**src/rtl/ifetch32.sv**
```systemverilog
// Instruction-fetch stage: owns the PC, drives a 1-cycle-latency instruction BRAM and
// selects the next PC from the jump/branch flags, with stall and debug halt/resume.
module ifetch32 #(
    parameter logic [31:0] RESET_PC    = 32'h0000_0000,
    parameter int          IMEM_ADDR_W = 14
) (
    input  logic                   clock,
    input  logic                   reset_n,
    output logic [IMEM_ADDR_W-1:0] imem_addr,
    input  logic [31:0]            imem_rdata,
    output logic [31:0]            Instruction,
    output logic                   instr_valid,
    output logic [31:0]            pc,
    output logic [31:0]            branch_base_addr,
    output logic [31:0]            link_addr,
    input  logic                   Branch,
    input  logic                   nBranch,
    input  logic                   Jmp,
    input  logic                   Jal,
    input  logic                   Jr,
    input  logic                   Zero,
    input  logic [31:0]            Read_data_1,
    input  logic                   stall,
    input  logic                   halt_req,
    input  logic                   resume,
    output logic                   addr_err
);

    localparam logic [1:0] ST_BOOT = 2'd0;
    localparam logic [1:0] ST_RUN  = 2'd1;
    localparam logic [1:0] ST_HALT = 2'd2;

    logic [1:0]  state_q, state_d;
    logic [31:0] pc_q, pc_d;
    logic [31:0] link_q, link_d;
    logic        err_q, err_d;

    logic [31:0] pc_plus4_s;
    logic [31:0] br_off_s;
    logic [31:0] next_pc_s;
    logic        take_branch_s;
    logic        commit_s;
    logic        jr_err_s;
    logic        range_err_s;

    assign Instruction      = imem_rdata;
    assign pc_plus4_s       = pc_q + 32'd4;
    assign branch_base_addr = pc_plus4_s;
    assign take_branch_s    = (Branch & Zero) | (nBranch & ~Zero);
    assign br_off_s         = {{14{imem_rdata[15]}}, imem_rdata[15:0], 2'b00};
    assign commit_s         = (state_q == ST_RUN) & ~stall;
    assign jr_err_s         = Jr & (Read_data_1[1:0] != 2'b00);
    assign range_err_s      = (next_pc_s[31:IMEM_ADDR_W+2] != '0);

    assign instr_valid = commit_s;
    assign pc          = pc_q;
    assign link_addr   = link_q;
    assign addr_err    = err_q;

    // Next-PC selection: jr > jmp/jal > taken branch > sequential.
    always_comb begin
        next_pc_s = pc_plus4_s;
        if (Jr) begin
            next_pc_s = {Read_data_1[31:2], 2'b00};
        end else if (Jmp | Jal) begin
            next_pc_s = {pc_plus4_s[31:28], imem_rdata[25:0], 2'b00};
        end else if (take_branch_s) begin
            next_pc_s = pc_plus4_s + br_off_s;
        end else begin
            next_pc_s = pc_plus4_s;
        end
    end

    // BRAM address leads the PC on commit so the read data lines up with the new PC.
    always_comb begin
        imem_addr = pc_q[IMEM_ADDR_W+1:2];
        case (state_q)
            ST_BOOT: imem_addr = RESET_PC[IMEM_ADDR_W+1:2];
            ST_RUN: begin
                if (commit_s) begin
                    imem_addr = next_pc_s[IMEM_ADDR_W+1:2];
                end else begin
                    imem_addr = pc_q[IMEM_ADDR_W+1:2];
                end
            end
            ST_HALT: imem_addr = pc_q[IMEM_ADDR_W+1:2];
            default: imem_addr = pc_q[IMEM_ADDR_W+1:2];
        endcase
    end

    // FSM and architectural next-state.
    always_comb begin
        state_d = state_q;
        pc_d    = pc_q;
        link_d  = link_q;
        err_d   = err_q;
        case (state_q)
            ST_BOOT: state_d = ST_RUN;
            ST_RUN: begin
                if (commit_s) begin
                    pc_d = next_pc_s;
                    if (Jal) begin
                        link_d = pc_plus4_s;
                    end else begin
                        link_d = link_q;
                    end
                    if (jr_err_s | range_err_s) begin
                        err_d = 1'b1;
                    end else begin
                        err_d = err_q;
                    end
                    if (halt_req) begin
                        state_d = ST_HALT;
                    end else begin
                        state_d = ST_RUN;
                    end
                end else begin
                    state_d = ST_RUN;
                end
            end
            ST_HALT: begin
                if (resume) begin
                    state_d = ST_RUN;
                end else begin
                    state_d = ST_HALT;
                end
            end
            default: state_d = ST_BOOT;
        endcase
    end

    // State registers with asynchronous reset.
    always_ff @(posedge clock or negedge reset_n) begin
        if (!reset_n) begin
            state_q <= ST_BOOT;
            pc_q    <= RESET_PC;
            link_q  <= 32'h0000_0000;
            err_q   <= 1'b0;
        end else begin
            state_q <= state_d;
            pc_q    <= pc_d;
            link_q  <= link_d;
            err_q   <= err_d;
        end
    end

endmodule

```
**config.mk**
```make
export PLATFORM = sky130hd
export DESIGN_NAME = ifetch32
export DESIGN_NICKNAME = d
export VERILOG_FILES = /design/src/rtl/ifetch32.sv
export SDC_FILE = /design/constraint.sdc
export NUM_CORES = 1
export LEC_CHECK = 0
export CAP_MARGIN = 40
export CORE_MARGIN = 4
export CORE_UTILIZATION = 48
export CTS_CLUSTER_DIAMETER = 30
export CTS_CLUSTER_SIZE = 8
export DETAILED_ROUTE_END_ITERATION = 7
export PLACE_DENSITY = 0.9
export SYNTH_ARGS = -nofsm -noshare
export SYNTH_HDL_FRONTEND = slang
export SYNTH_SLANG_ARGS = --single-unit
export TNS_END_PERCENT = 1
```
**constraint.sdc**
```tcl
create_clock -name clock -period 5.9 [get_ports clock]
set_clock_uncertainty 0.05 [all_clocks]
set_input_delay 1.18 -clock clock [delete_from_list [all_inputs] [get_ports clock]]
set_output_delay 1.18 -clock clock [all_outputs]
set_load 0.005 [all_outputs]
```
==> reports/results.txt <==
status = completed
Synth Area per Inst = 7.99 um2
Clock Tree Buf Depth = 2
Comb power frac = 61.1%
top post-synthesis cells by area = dfrtp_1 (26%), ha_1 (6.9%), a21oi_1 (5.3%), nand2_1 (5.2%), buf_4 (4.9%)
Yosys reg bits = 63
setup violators final = 0
Starting DRT DRC Count = 871
internal power = 0.00201 W
Cell Pwr Density = 413 nW/um2
remaining antenna violation count = 0
critical path arrival = 4.46 ns
CTS resizes = 0
synth cell count leaders = nand2_1 (86), nor2_1 (66), a21oi_1 (65)
First-pass DRT Iterations = 6
CP max FO = 3
Relative slew margins = 35.9%
count leader, synth = nand2_1
Placed Cells = 1,089
post-route setup slack = 0.214 ns
chip width = 121 um
CTS tree = built
number of flops mapped to enable cells by yosys = 0
fin cells = 1,104
Synth Cell Area = 6180 um2
Yosys cell types = 87
fmax = 176 MHz
XOR/XNOR Fraction of Synth Area = 6.22%
Leak = 3.50 nW
final-stage net count = 1,038
total track usage = 29.8%
adder-cell share of the synthesized area = 7.21%
gpl congestion = 1.02
Switching Fraction = 41.5%
share of the synthesized area in the top cell type = 25.5%
largest net degree at the start of global routing = 64
Critical Path RT = 4.67 ns
Max Cap Viol = 0
CP Launch Type = input pin
Congestion Overflow GR = 0
die area = 14,800 um2
diodes inserted = 0
Crit Path Class = input pin to output pin
Clk pwr share = 15.8%
Initial Utilization = 49.0%
first-pass GRT wire length = 34.4 mm
Tmin final = 5.69 ns
H-tree levels = 3
clk root buf = clkbuf_16
Core Region = 12,600 um2
area leader, netlist = dfrtp_1
routed wire length = 22.6 mm
initial antenna violation count = 0
Hold Vio Cnt, Final = 0
crit share post-route = 96.4%
Hold Buf Count CTS = 0
Hold Crit Class = flip-flop to flip-flop
dominant synthesized flop cell = dfrtp_1
Die Y = 121 um
Place WS = 0.212 ns
Filler Cells Inserted = 1,056
Post-CTS Repair Setup Buffers = 0
Area growth syn-to-layout = 34.8%
Seq/Total Area, Yosys = 25.5%
Synth Area in Compound Gates = 24.9%
largest family of logic cells by synthesized area = compound AO/OA/AOI/OAI gates
final core utilization = 66.0%
RSZ-0062 raised after global routing = true
Worst Setup End Kind = output pin
Yosys warnings = 0
asr flop ratio synth = 100%
multiplexer share of the synthesized area = 2.88%
clock latency on the worst-skew pair = 0.34 ns
slew of the pin with the lowest slew margin = 0.934 ns
max-slew violations = 0
Synth Area in Simple Gates = 22.1%
DRC Markers = 0
vias per inst = 6.01
share of cells above drive strength 1 = 9.76%
Reg power frac = 23.1%
I/O pins = 219
hpwl dp = 17.4 mm
clk slew on worst S/H paths = 0.06 ns
Core Rows = 41
Fin Setup TNS = 0 ns
Syn Inst Count = 773
WL/cell = 20.5 um
maximum vdd drop = 0.000205 V
sw power = 0.00143 W
total number of vias = 6,635
Port Buffers = 200
number of buffers created by CTS = 9
vias in the first global route = 6,354
Clock Sinks = 63
-- power by group through the flow --
stage                     registers, W  logic [W]  clock network, W
after global placement        0.000783    0.00202                 0
final                         0.000796    0.00210          0.000542
after detailed placement      0.000792    0.00205                 0
after global routing          0.000823    0.00228          0.000562
after floorplan               0.000762    0.00112                 0
after CTS                     0.000788    0.00207          0.000540
-- path summary, 6_finish.rpt --
kind,from,to,slack [ns],depth (start not counted)
worst min-delay path,link_addr[30],link_addr[30],0.46,1
worst max-delay path,imem_rdata[0],imem_addr[6],0.21,14
worst max register to register,pc[6],addr_err,0.97,16
worst min register to register,link_addr[30],link_addr[30],0.46,1
max in group asynchronous,reset_n,pc[5],4.22,2
min in group asynchronous,reset_n,state_q[0],0.98,2
-- placed cells by master (no fill, tap or decap), drive strengths merged, types with 5 or more instances in the layout --
master         instances
a211oi                12
clkbuf                12
a21o                  17
nor2                  66
nand3                 23
xor2                  21
o211ai                11
conb                   6
dfrtp                 63
and3                  11
nand2                 89
a31oi                 18
o21a                   5
nor3                  17
o21ai                 45
xnor2                 22
and2                   7
a22o                  14
and4                   5
nand4                 12
o21bai                 6
a21oi                 67
inv                   30
buf                   21
mux2                  14
clkdlybuf4s50        199
ha                    34
nor4                   9
nand2b                 9
-- sequential cells by signal, summed over array words and instances, names as in the netlist --
name and count:
addr_err 1, link_addr 30, pc 30, state_q 2
-- critical path: stages --
cell	delay (ns)
clkdlybuf4s50_1	0.52
ha_1	0.19
inv_1	0.06
fa_1	0.38
nand2b_1	0.20
a21oi_2	0.19
nand2b_1	0.17
xor2_1	0.21
a211oi_1	0.10
nor3_1	0.26
a21oi_1	0.09
o21ai_0	0.24
a22o_1	0.17
clkdlybuf4s50_1	0.49
-- routing by layer --
metal | GRT usage [%] | vias to the layer above | wire length [um] | part of all wire, %
met5 | 0 | - | 0 | 0
met3 | 7.37 | 55 | 2550 | 11
met4 | 10.2 | 0 | 618 | 2.7
met1 | 38.8 | 3088 | 8910 | 39
met2 | 48.2 | 422 | 10500 | 47
li1 | - | 3070 | - | -
-- through the flow --
| stage | total power [W] | hold WS, ns | instance area (um2) |
|---|---|---|---|
| after floorplan | 0.00188 | 0.414 | 6200 |
| after global placement | 0.00280 | 0.442 | 7990 |
| after detailed placement | 0.00284 | 0.446 | 8000 |
| after CTS | 0.00340 | 0.458 | 8300 |
| after global routing | 0.00366 | 0.465 | 8330 |
| final | 0.00344 | 0.456 | 8330 |
-- layout make-up --
class	count	area [um2]	share of cell area [%]
repair buffers	220	2150	25.8
clock buffers	12	256	3.08
well taps	172	215	2.58
clock inverters	3	42.5	0.511
multi-input cells	603	3980	47.7
inverters	31	116	1.40
flip-flops and latches	63	1580	18.9
-- cell families (layout without fill, tap and decap cells) --
logic type	after synthesis	in the layout
simple gates	271	271
compound gates	232	232
buf+inv	112	266
flops	63	63
xor+xnor	43	43
fa+ha+maj	35	35
mux	16	16
other cells	1	6
No activity file was read; power rests on OpenSTA's default activity.
